===== config.mk =====
export PLATFORM = sky130hd
export DESIGN_NAME = ssd_scan_driver
export DESIGN_NICKNAME = d
export VERILOG_FILES = /design/src/rtl/ssd_scan_driver.sv
export SDC_FILE = /design/constraint.sdc
export NUM_CORES = 1
export LEC_CHECK = 0
export ABC_AREA = 1
export BUFFER_PORTS_ARGS = -buffer_cell sky130_fd_sc_hd__buf_2
export CORE_ASPECT_RATIO = 1.2
export CORE_UTILIZATION = 50
export DETAILED_ROUTE_END_ITERATION = 12
export GPL_TIMING_DRIVEN = 0
export PLACE_DENSITY_LB_ADDON = 0.2
export SYNTH_ARGS = -nofsm -noshare
export SYNTH_HDL_FRONTEND = slang
export SYNTH_SLANG_ARGS = --single-unit

===== constraint.sdc =====
create_clock -name clk -period 3.7 [get_ports clk]
set_input_delay 0.74 -clock clk [delete_from_list [all_inputs] [get_ports clk]]
set_output_delay 0.74 -clock clk [all_outputs]
set_load 0.005 [all_outputs]

===== src/rtl/ssd_scan_driver.sv =====
// Multiplexed seven-segment driver with a sequential double-dabble converter.
// Define SSD_LEADING_ZERO_BLANK_EN to blank leading zero digits.
module ssd_scan_driver #(
    parameter int DIGITS        = 4,
    parameter int VALUE_W       = 14,
    parameter int REFRESH_DIV_W = 18
) (
    input  logic               clk,
    input  logic               rst,
    input  logic [VALUE_W-1:0] num,
    input  logic               load,
    output logic               busy,
    output logic               done,
    output logic               overflow,
    output logic [DIGITS-1:0]  Anode,
    output logic [6:0]         LED_out
);

    localparam int BW    = 4 * DIGITS;
    localparam int SW    = BW + VALUE_W;
    localparam int IDX_W = $clog2(DIGITS);
    localparam int IW    = $clog2(VALUE_W + 1);
    localparam logic [63:0] MAXV = 64'(10 ** DIGITS) - 64'd1;
    localparam logic [6:0] DASH  = 7'b1111110;
    localparam logic [6:0] BLANK = 7'b1111111;

    typedef enum logic {S_IDLE, S_CONV} state_t;

    state_t                   state_q;
    logic                     done_q;
    logic                     ovf_q;
    logic [SW-1:0]            sh_q;
    logic [SW-1:0]            sh_d;
    logic [SW-1:0]            sh_tmp;
    logic [VALUE_W-1:0]       val_q;
    logic [IW-1:0]            iter_q;
    logic [BW-1:0]            disp_q;
    logic [REFRESH_DIV_W-1:0] cnt_q;
    logic [IDX_W-1:0]         idx_q;
    logic [IDX_W-1:0]         sel;
    logic [DIGITS-1:0]        anode_q;
    logic [DIGITS-1:0]        anode_d;
    logic [6:0]               led_q;
    logic [6:0]               led_d;
    logic [3:0]               dig;
    logic                     blank;
`ifdef SSD_LEADING_ZERO_BLANK_EN
    logic                     seen;
`endif

    function automatic logic [6:0] seg7(input logic [3:0] d);
        case (d)
            4'd0:    seg7 = 7'b0000001;
            4'd1:    seg7 = 7'b1001111;
            4'd2:    seg7 = 7'b0010010;
            4'd3:    seg7 = 7'b0000110;
            4'd4:    seg7 = 7'b1001100;
            4'd5:    seg7 = 7'b0100100;
            4'd6:    seg7 = 7'b0100000;
            4'd7:    seg7 = 7'b0001111;
            4'd8:    seg7 = 7'b0000000;
            4'd9:    seg7 = 7'b0000100;
            default: seg7 = BLANK;
        endcase
    endfunction

    // One double-dabble step: add 3 to every BCD nibble >= 5, then shift left.
    always_comb begin
        sh_tmp = sh_q;
        for (int i = 0; i < DIGITS; i++) begin
            if (sh_tmp[VALUE_W+4*i +: 4] > 4'd4)
                sh_tmp[VALUE_W+4*i +: 4] = sh_tmp[VALUE_W+4*i +: 4] + 4'd3;
        end
        sh_d = {sh_tmp[SW-2:0], 1'b0};
    end

    // Scan index 0 is the leftmost digit.
    always_comb begin
        sel     = IDX_W'(DIGITS - 1) - idx_q;
        anode_d = '1;
        dig     = '0;
        blank   = 1'b0;
`ifdef SSD_LEADING_ZERO_BLANK_EN
        seen    = 1'b0;
`endif
        for (int i = DIGITS - 1; i >= 0; i--) begin
`ifdef SSD_LEADING_ZERO_BLANK_EN
            seen = seen | (disp_q[4*i +: 4] != 4'd0);
`endif
            if (IDX_W'(i) == sel) begin
                anode_d[i] = 1'b0;
                dig        = disp_q[4*i +: 4];
`ifdef SSD_LEADING_ZERO_BLANK_EN
                blank      = !seen && (i != 0);
`endif
            end
        end
        if (ovf_q)
            led_d = DASH;
        else if (blank)
            led_d = BLANK;
        else
            led_d = seg7(dig);
    end

    always_ff @(posedge clk) begin
        if (rst) begin
            state_q <= S_IDLE;
            done_q  <= 1'b0;
            ovf_q   <= 1'b0;
            sh_q    <= '0;
            val_q   <= '0;
            iter_q  <= '0;
            disp_q  <= '0;
            cnt_q   <= '0;
            idx_q   <= '0;
            anode_q <= '1;
            led_q   <= BLANK;
        end else begin
            cnt_q   <= cnt_q + 1'b1;
            if (&cnt_q)
                idx_q <= (idx_q == IDX_W'(DIGITS - 1)) ? '0 : idx_q + 1'b1;
            anode_q <= anode_d;
            led_q   <= led_d;
            done_q  <= 1'b0;
            case (state_q)
                S_IDLE: begin
                    if (load) begin
                        state_q <= S_CONV;
                        sh_q    <= {{BW{1'b0}}, num};
                        val_q   <= num;
                        iter_q  <= IW'(VALUE_W - 1);
                    end
                end
                S_CONV: begin
                    sh_q   <= sh_d;
                    iter_q <= iter_q - 1'b1;
                    if (iter_q == '0) begin
                        state_q <= S_IDLE;
                        done_q  <= 1'b1;
                        disp_q  <= sh_d[SW-1 -: BW];
                        ovf_q   <= (64'(val_q) > MAXV);
                    end
                end
                default: state_q <= S_IDLE;
            endcase
        end
    end

    assign busy     = (state_q == S_CONV);
    assign done     = done_q;
    assign overflow = ovf_q;
    assign Anode    = anode_q;
    assign LED_out  = led_q;

endmodule


==> reports/metrics.csv, run 1 <==
metric,value,unit
outcome,"finished, final reports clean",
flow.area_growth_from_synthesis,11.24,%
floorplan.die.width,86.30,um
synth_async_sr_flop_share,0,%
filler_cell_count,826,
rsz0062_at_grt,no,
worst_slew_margin_rel,62.17,%
grt_start_max_net_pins,14,
routed_wirelength,9050,um
worstSkewPairLatency,0.36,ns
post_cts_repair_setup_buffers,0,
cp-start-kind,flop,
cts_tree,done,
port-buffer-count,30,
syn_nets,610,
n_diodes,0,
post_synth_instance_area,4264,sq um
detail_route.wl_per_cell,12.30,um
yosys_warning_count,0,
syn-instance-count,577,
num_vias,3659,
cts-buffers-inserted,9,
grt_pass1_wl,15440,um
tritoncts_num_sinks,94,
detail-route-antenna-nets,0,
critical_path.max_fanout,7,
cp_data_arrival_time,2.59,ns
seq_area_frac_synth,44.13,%
placementRows,36,
leak,2.031,nW
placement.cell_area,4557,sq um
clock_tree.root_cell,sky130_fd_sc_hd__clkbuf_8,
detailedPlacementHpwl,6723,um
post_cts_resize_count,0,
htree_levels,3,
critical_path.endpoint_type,flop,
post-synth-top-area-fraction,44.13,%
setup_tns,0,ns
ioPinCount,31,
ys_top_cells_by_count,"sky130_fd_sc_hd__nand2_1 (150), sky130_fd_sc_hd__dfxtp_1 (94), sky130_fd_sc_hd__inv_1 (80), sky130_fd_sc_hd__a21oi_1 (49), sky130_fd_sc_hd__nand3_1 (46)",
timing_hold_violations_final,0,
powerDensity,396.6,nW/um^2
drt_pass1_iterations,4,
die-height,103.2,um
skew,0.007241,ns
globalRouteOverflowTotal,0,
floorplan.initialDensity,52.01,%
hold_slack,0.4604,ns
slowest_stage,sky130_fd_sc_hd__a22oi_1,
drive_above_1_share,12.86,%
holdCritPathClass,flop to flop,
gp_routability_congestion,0.8345,
critical_path.cell_chain,inv_1 > ha_1 > a21oi_1 > nand2_1 > a22oi_1 > inv_1 > ha_1 > inv_1 > nand3_1 > nand3_1 > nand2_1 > nand2_1 > nand2_1,
grt_pass1_vias,3456,
worst_pin_slew,0.5674,ns
global_route.usage.total,22.47,%
synth_area_leaders,"sky130_fd_sc_hd__dfxtp_1 (44%), sky130_fd_sc_hd__nand2_1 (13%), sky130_fd_sc_hd__inv_1 (7.0%)",
number_of_max_capacitance_violations_reported,0,
stdcell_area,4743,sq um
synth_enable_flop_cells,0,
initial_antenna_violation_count,0,
path_common_cell,sky130_fd_sc_hd__nand2_1,
min_period_over_period,63.19,%
finalWorstPathRequiredPeriod,2.338,ns
timing.final.max_slew_violations,0,
synth.ff_latch_count,94,
syn-mean-instance-area,7.390,sq um
cts.hold.buffers_added,0,
die_outline_area,8903,sq um
clock_path_buffers,2,
vias_per_cell,4.971,
critical-path-max-stage-delay,0.43,ns
layout.nets,651,
drt_iter0_drc,169,
netlist.top_cell.by_area,sky130_fd_sc_hd__dfxtp_1,
yosysMostFrequentCell,sky130_fd_sc_hd__nand2_1,
finalSetupViolCount,0,
maximum_operating_frequency,427.7,MHz
vdd_drop_max,0.0002503,V
worst-setup-path-type,flop to flop,
cp_data_required_time,3.95,ns
drcViolationCount,0,
core-area,8198,sq um
synthFlopType,sky130_fd_sc_hd__dfxtp_1,
distinct_cell_type_count_of_the_synthesized_netlist,34,
clk_transition_reported_paths,0.08,ns
worst paths after layout:
path	from	slack, ns	depth (start not counted)	to
worst max-delay path	idx_q[0]	1.36	13	LED_out[0]
worst min-delay path	sh_q[13]	0.46	2	sh_q[14]
worst max register to register	idx_q[0]	1.36	13	LED_out[0]
worst min register to register	sh_q[13]	0.46	2	sh_q[14]
flip-flops by register name, summed over array words and instances (netlist names):
register  flops
Anode         4
LED_out       7
busy          1
cnt_q        18
disp_q       16
done          1
idx_q         2
iter_q        4
overflow      1
sh_q         30
val_q        10
worst max-delay path: cells and delay by family, from the launching register on:
family | cells | cell delay [ns]
AOI/OAI and AO/OA | 2 | 0.58
adders and majority gates | 2 | 0.53
buffers and inverters | 3 | 0.28
DFF | 1 | 0.41
and+or+nand+nor | 6 | 0.43
cell type report:
type / instances / area [sq um] / area share (%)
Multi-Input combinational cell: 380 / 1971 / 41.55
Sequential cell: 94 / 1882 / 39.67
Inverter: 83 / 311.5 / 6.568
Clock buffer: 15 / 186.4 / 3.930
Timing Repair Buffer: 30 / 150.1 / 3.165
Tap cell: 114 / 142.6 / 3.007
Buffer: 20 / 100.1 / 2.110
where the power goes:
group          internal [mW]  switching, mW  total, mW
Sequential              1.04         0.0175       1.06
Combinational         0.0582          0.108      0.167
Clock                  0.316          0.337      0.652
cell families (layout without fill, tap and decap cells):
family                   after synthesis  in the layout  synth area share (%)
flip-flops                            94             94                 44.13
XOR/XNOR                               8              8                 1.643
adder cells (fa/ha/maj)               16             16                 4.695
buffers and inverters                103            148                 9.654
AND/OR/NAND/NOR                      262            262                 27.64
AO/OA/AOI/OAI                         94             94                 12.24
layout by cell type, fill, tap and decap left out, types with 2 or more instances in the layout:
cell,Yosys,final
sky130_fd_sc_hd__xor2_1,7,7
sky130_fd_sc_hd__inv_2,3,3
sky130_fd_sc_hd__buf_4,2,2
sky130_fd_sc_hd__inv_1,80,80
sky130_fd_sc_hd__nor2_2,4,4
sky130_fd_sc_hd__dfxtp_1,94,94
sky130_fd_sc_hd__o211ai_1,4,4
sky130_fd_sc_hd__nor2_4,5,5
sky130_fd_sc_hd__clkbuf_1,6,8
sky130_fd_sc_hd__a21oi_1,49,49
sky130_fd_sc_hd__o221ai_1,3,3
sky130_fd_sc_hd__nand4_1,2,2
sky130_fd_sc_hd__nand3_4,2,2
sky130_fd_sc_hd__clkbuf_8,0,13
sky130_fd_sc_hd__nor3_1,9,9
sky130_fd_sc_hd__nand3_1,46,46
sky130_fd_sc_hd__buf_1,3,3
sky130_fd_sc_hd__nand2_1,150,150
sky130_fd_sc_hd__nand2_2,8,8
sky130_fd_sc_hd__o22ai_1,6,6
sky130_fd_sc_hd__ha_1,16,16
sky130_fd_sc_hd__nor2_1,30,30
sky130_fd_sc_hd__buf_2,8,38
sky130_fd_sc_hd__o21ai_0,23,23
sky130_fd_sc_hd__nor4_1,2,2
sky130_fd_sc_hd__a22oi_1,6,6
metal layers:
| layer | track usage [%] | routed length, um | vias to the layer above |
|---|---|---|---|
| met5 | 0 | 0 | - |
| met4 | 9.231 | 191 | 0 |
| met3 | 4.163 | 263 | 15 |
| met2 | 40.48 | 4576 | 53 |
| met1 | 26.28 | 4018 | 1668 |
| li1 | - | - | 1923 |
per-stage QoR:
step	power (mW)	utilization [%]	setup WS (ns)	std cells
2_1_floorplan	1.197	-	1.730	577
3_3_place_gp	1.250	55.59	1.464	721
3_5_place_dp	1.254	55.59	1.405	721
4_1_cts	1.904	57.86	1.367	736
5_1_grt	1.968	57.86	1.073	736
6_report	1.881	57.86	1.362	736
No activity file was read; power rests on OpenSTA's default activity.
==> inputs of run 2 (changes only) <==
==> constraint.sdc (replaced) <==
create_clock -name clk -period 1.9 [get_ports clk]
set_input_delay 0.38 -clock clk [delete_from_list [all_inputs] [get_ports clk]]
set_output_delay 0.38 -clock clk [all_outputs]
set_load 0.005 [all_outputs]
==> run 2 against run 1 <==
Net effect:
- clock skew up 0.0064 ns
- highest routed layer unchanged
- global-route usage about the same
- critical endpoint is now LED_out[6]
- maximum frequency up 29%
- critical path depth down 4
- largest cell class unchanged
==> reports/metrics.csv, run 2 (synthesis gave the netlist of run 1 again) <==
metric,value,unit
placement.cell_area,4562,sq um
outcome,"finished, final reports clean",
worstSkewPairLatency,0.37,ns
comb_power_share,8.9,%
detailedPlacementHpwl,6682,um
number_of_max_capacitance_violations_reported,0,
timing.final.max_slew_violations,0,
critical_path.max_fanout,10,
mostFrequentLayoutCells,"sky130_fd_sc_hd__nand2_1 (149), sky130_fd_sc_hd__dfxtp_1 (92), sky130_fd_sc_hd__inv_1 (77)",
clock_power_share,34.8,%
cp-start-kind,flop,
routed_wirelength,9189,um
maximum_operating_frequency,552.2,MHz
powerDensity,754.6,nW/um^2
finalSetupViolCount,0,
n_diodes,0,
grt_start_max_net_pins,15,
drt_iter0_drc,128,
cp_data_required_time,2.13,ns
ioPinCount,31,
max_flop_register,sh_q,
net-switching-power,0.9260,mW
power.sequential.fraction,56.3,%
vias_per_cell,5.043,
cts_tree,done,
worst-setup-path-type,flop to flop,
clock_tree.root_cell,sky130_fd_sc_hd__clkbuf_8,
clock_path_buffers,2,
leak,2.070,nW
cts-buffers-inserted,9,
grt_pass1_wl,15240,um
critical_path.endpoint_type,flop,
initial_antenna_violation_count,0,
num_vias,3747,
clk_transition_reported_paths,0.09,ns
global_route.usage.total,22.47,%
placementRows,36,
p_int,2.747,mW
floorplan.die.width,86.30,um
detail_route.wl_per_cell,12.37,um
drt_pass1_iterations,4,
switching_share,25.21,%
detail-route-antenna-nets,0,
fin_total_pwr,3.673,mW
cp_data_arrival_time,2.04,ns
finalWorstPathRequiredPeriod,1.811,ns
worst_slew_margin_rel,62.03,%
stdcell_area,4867,sq um
port-buffer-count,30,
grt_pass1_vias,3446,
mostFrequentLayoutCell,sky130_fd_sc_hd__nand2_1,
vdd_drop_max,0.0004013,V
skew,0.01366,ns
htree_levels,3,
largest_register_ff_count,30,
drcViolationCount,0,
drive_above_1_share,16.06,%
min_period_over_period,95.32,%
cts.hold.buffers_added,0,
worst_pin_slew,0.5695,ns
holdCritPathClass,input port to flop,
tritoncts_num_sinks,94,
layout.nets,657,
timing_hold_violations_final,0,
gp_routability_congestion,0.7875,
largest_registers,"sh_q x30, cnt_q x18, disp_q x16",
core-area,8198,sq um
die-height,103.2,um
flow.area_growth_from_synthesis,14.14,%
globalRouteOverflowTotal,0,
floorplan.initialDensity,52.01,%
die_outline_area,8903,sq um
[run 2: what timing repair did]
item,CTS,global route
endpoints found under the setup margin,4,5
setup buffers,3,3
gates resized for setup,4,20
pin swaps,1,6
[run 2: final timing paths]
check	depth (start not counted)	slack (ns)	endpoint	start
max	9	0.09	LED_out[6]	idx_q[0]
min reg2reg	2	0.47	sh_q[14]	sh_q[13]
max reg2reg	9	0.09	LED_out[6]	idx_q[0]
min	3	0.27	sh_q[0]	num[0]
[run 2: worst max-delay path, cell delays in order (launching register included)]
cell	delay (ns)
sky130_fd_sc_hd__dfxtp_4	0.38
sky130_fd_sc_hd__ha_1	0.19
sky130_fd_sc_hd__buf_4	0.17
sky130_fd_sc_hd__a21oi_2	0.12
sky130_fd_sc_hd__a22oi_2	0.09
sky130_fd_sc_hd__buf_4	0.15
sky130_fd_sc_hd__buf_4	0.14
sky130_fd_sc_hd__ha_1	0.18
sky130_fd_sc_hd__o211ai_1	0.17
sky130_fd_sc_hd__nand3_1	0.09
[run 2: per-stage QoR]
stage                     hold WS, ns  std cells  util [%]  setup TNS [ns]  setup slack (ns)
after CTS                      0.2618        740     58.23               0           0.02381
after floorplan                0.4363        577         -               0           0.05156
after global placement         0.4443        721     55.65         -0.3765           -0.1804
after detailed placement       0.4571        721     55.65         -0.5477           -0.2174
final                          0.2728        743     59.37               0           0.08896
after global routing           0.2751        743     59.37        -0.06830          -0.03276
[run 2: per-layer routing]
metal / GRT usage, % / vias up / share of wire [%]
met4: 9.359 / 0 / 1.7
met2: 40.60 / 67 / 51
met5: 0 / - / 0
met3: 4.804 / 14 / 3.8
li1: - / 1939 / -
met1: 25.71 / 1727 / 44
[run 2: area by class of cell]
class | count | area [sq um]
fill | 800 | 3331
tap | 114 | 142.6
buffer | 20 | 102.6
clock buffer | 11 | 131.4
inverter | 83 | 319.1
clock inverter | 5 | 50.05
sequential | 94 | 1889
timing repair buffer | 36 | 198.9
multi-input combinational | 380 | 2033
[run 2: power groups by stage]
stage	sequential, mW	clock, mW	combinational, mW
finish	2.07	1.28	0.327
global route	2.08	1.39	0.373
CTS	2.07	1.30	0.329
detailed placement	2.12	0	0.327
global placement	2.11	0	0.320
floorplan	2.11	0	0.220
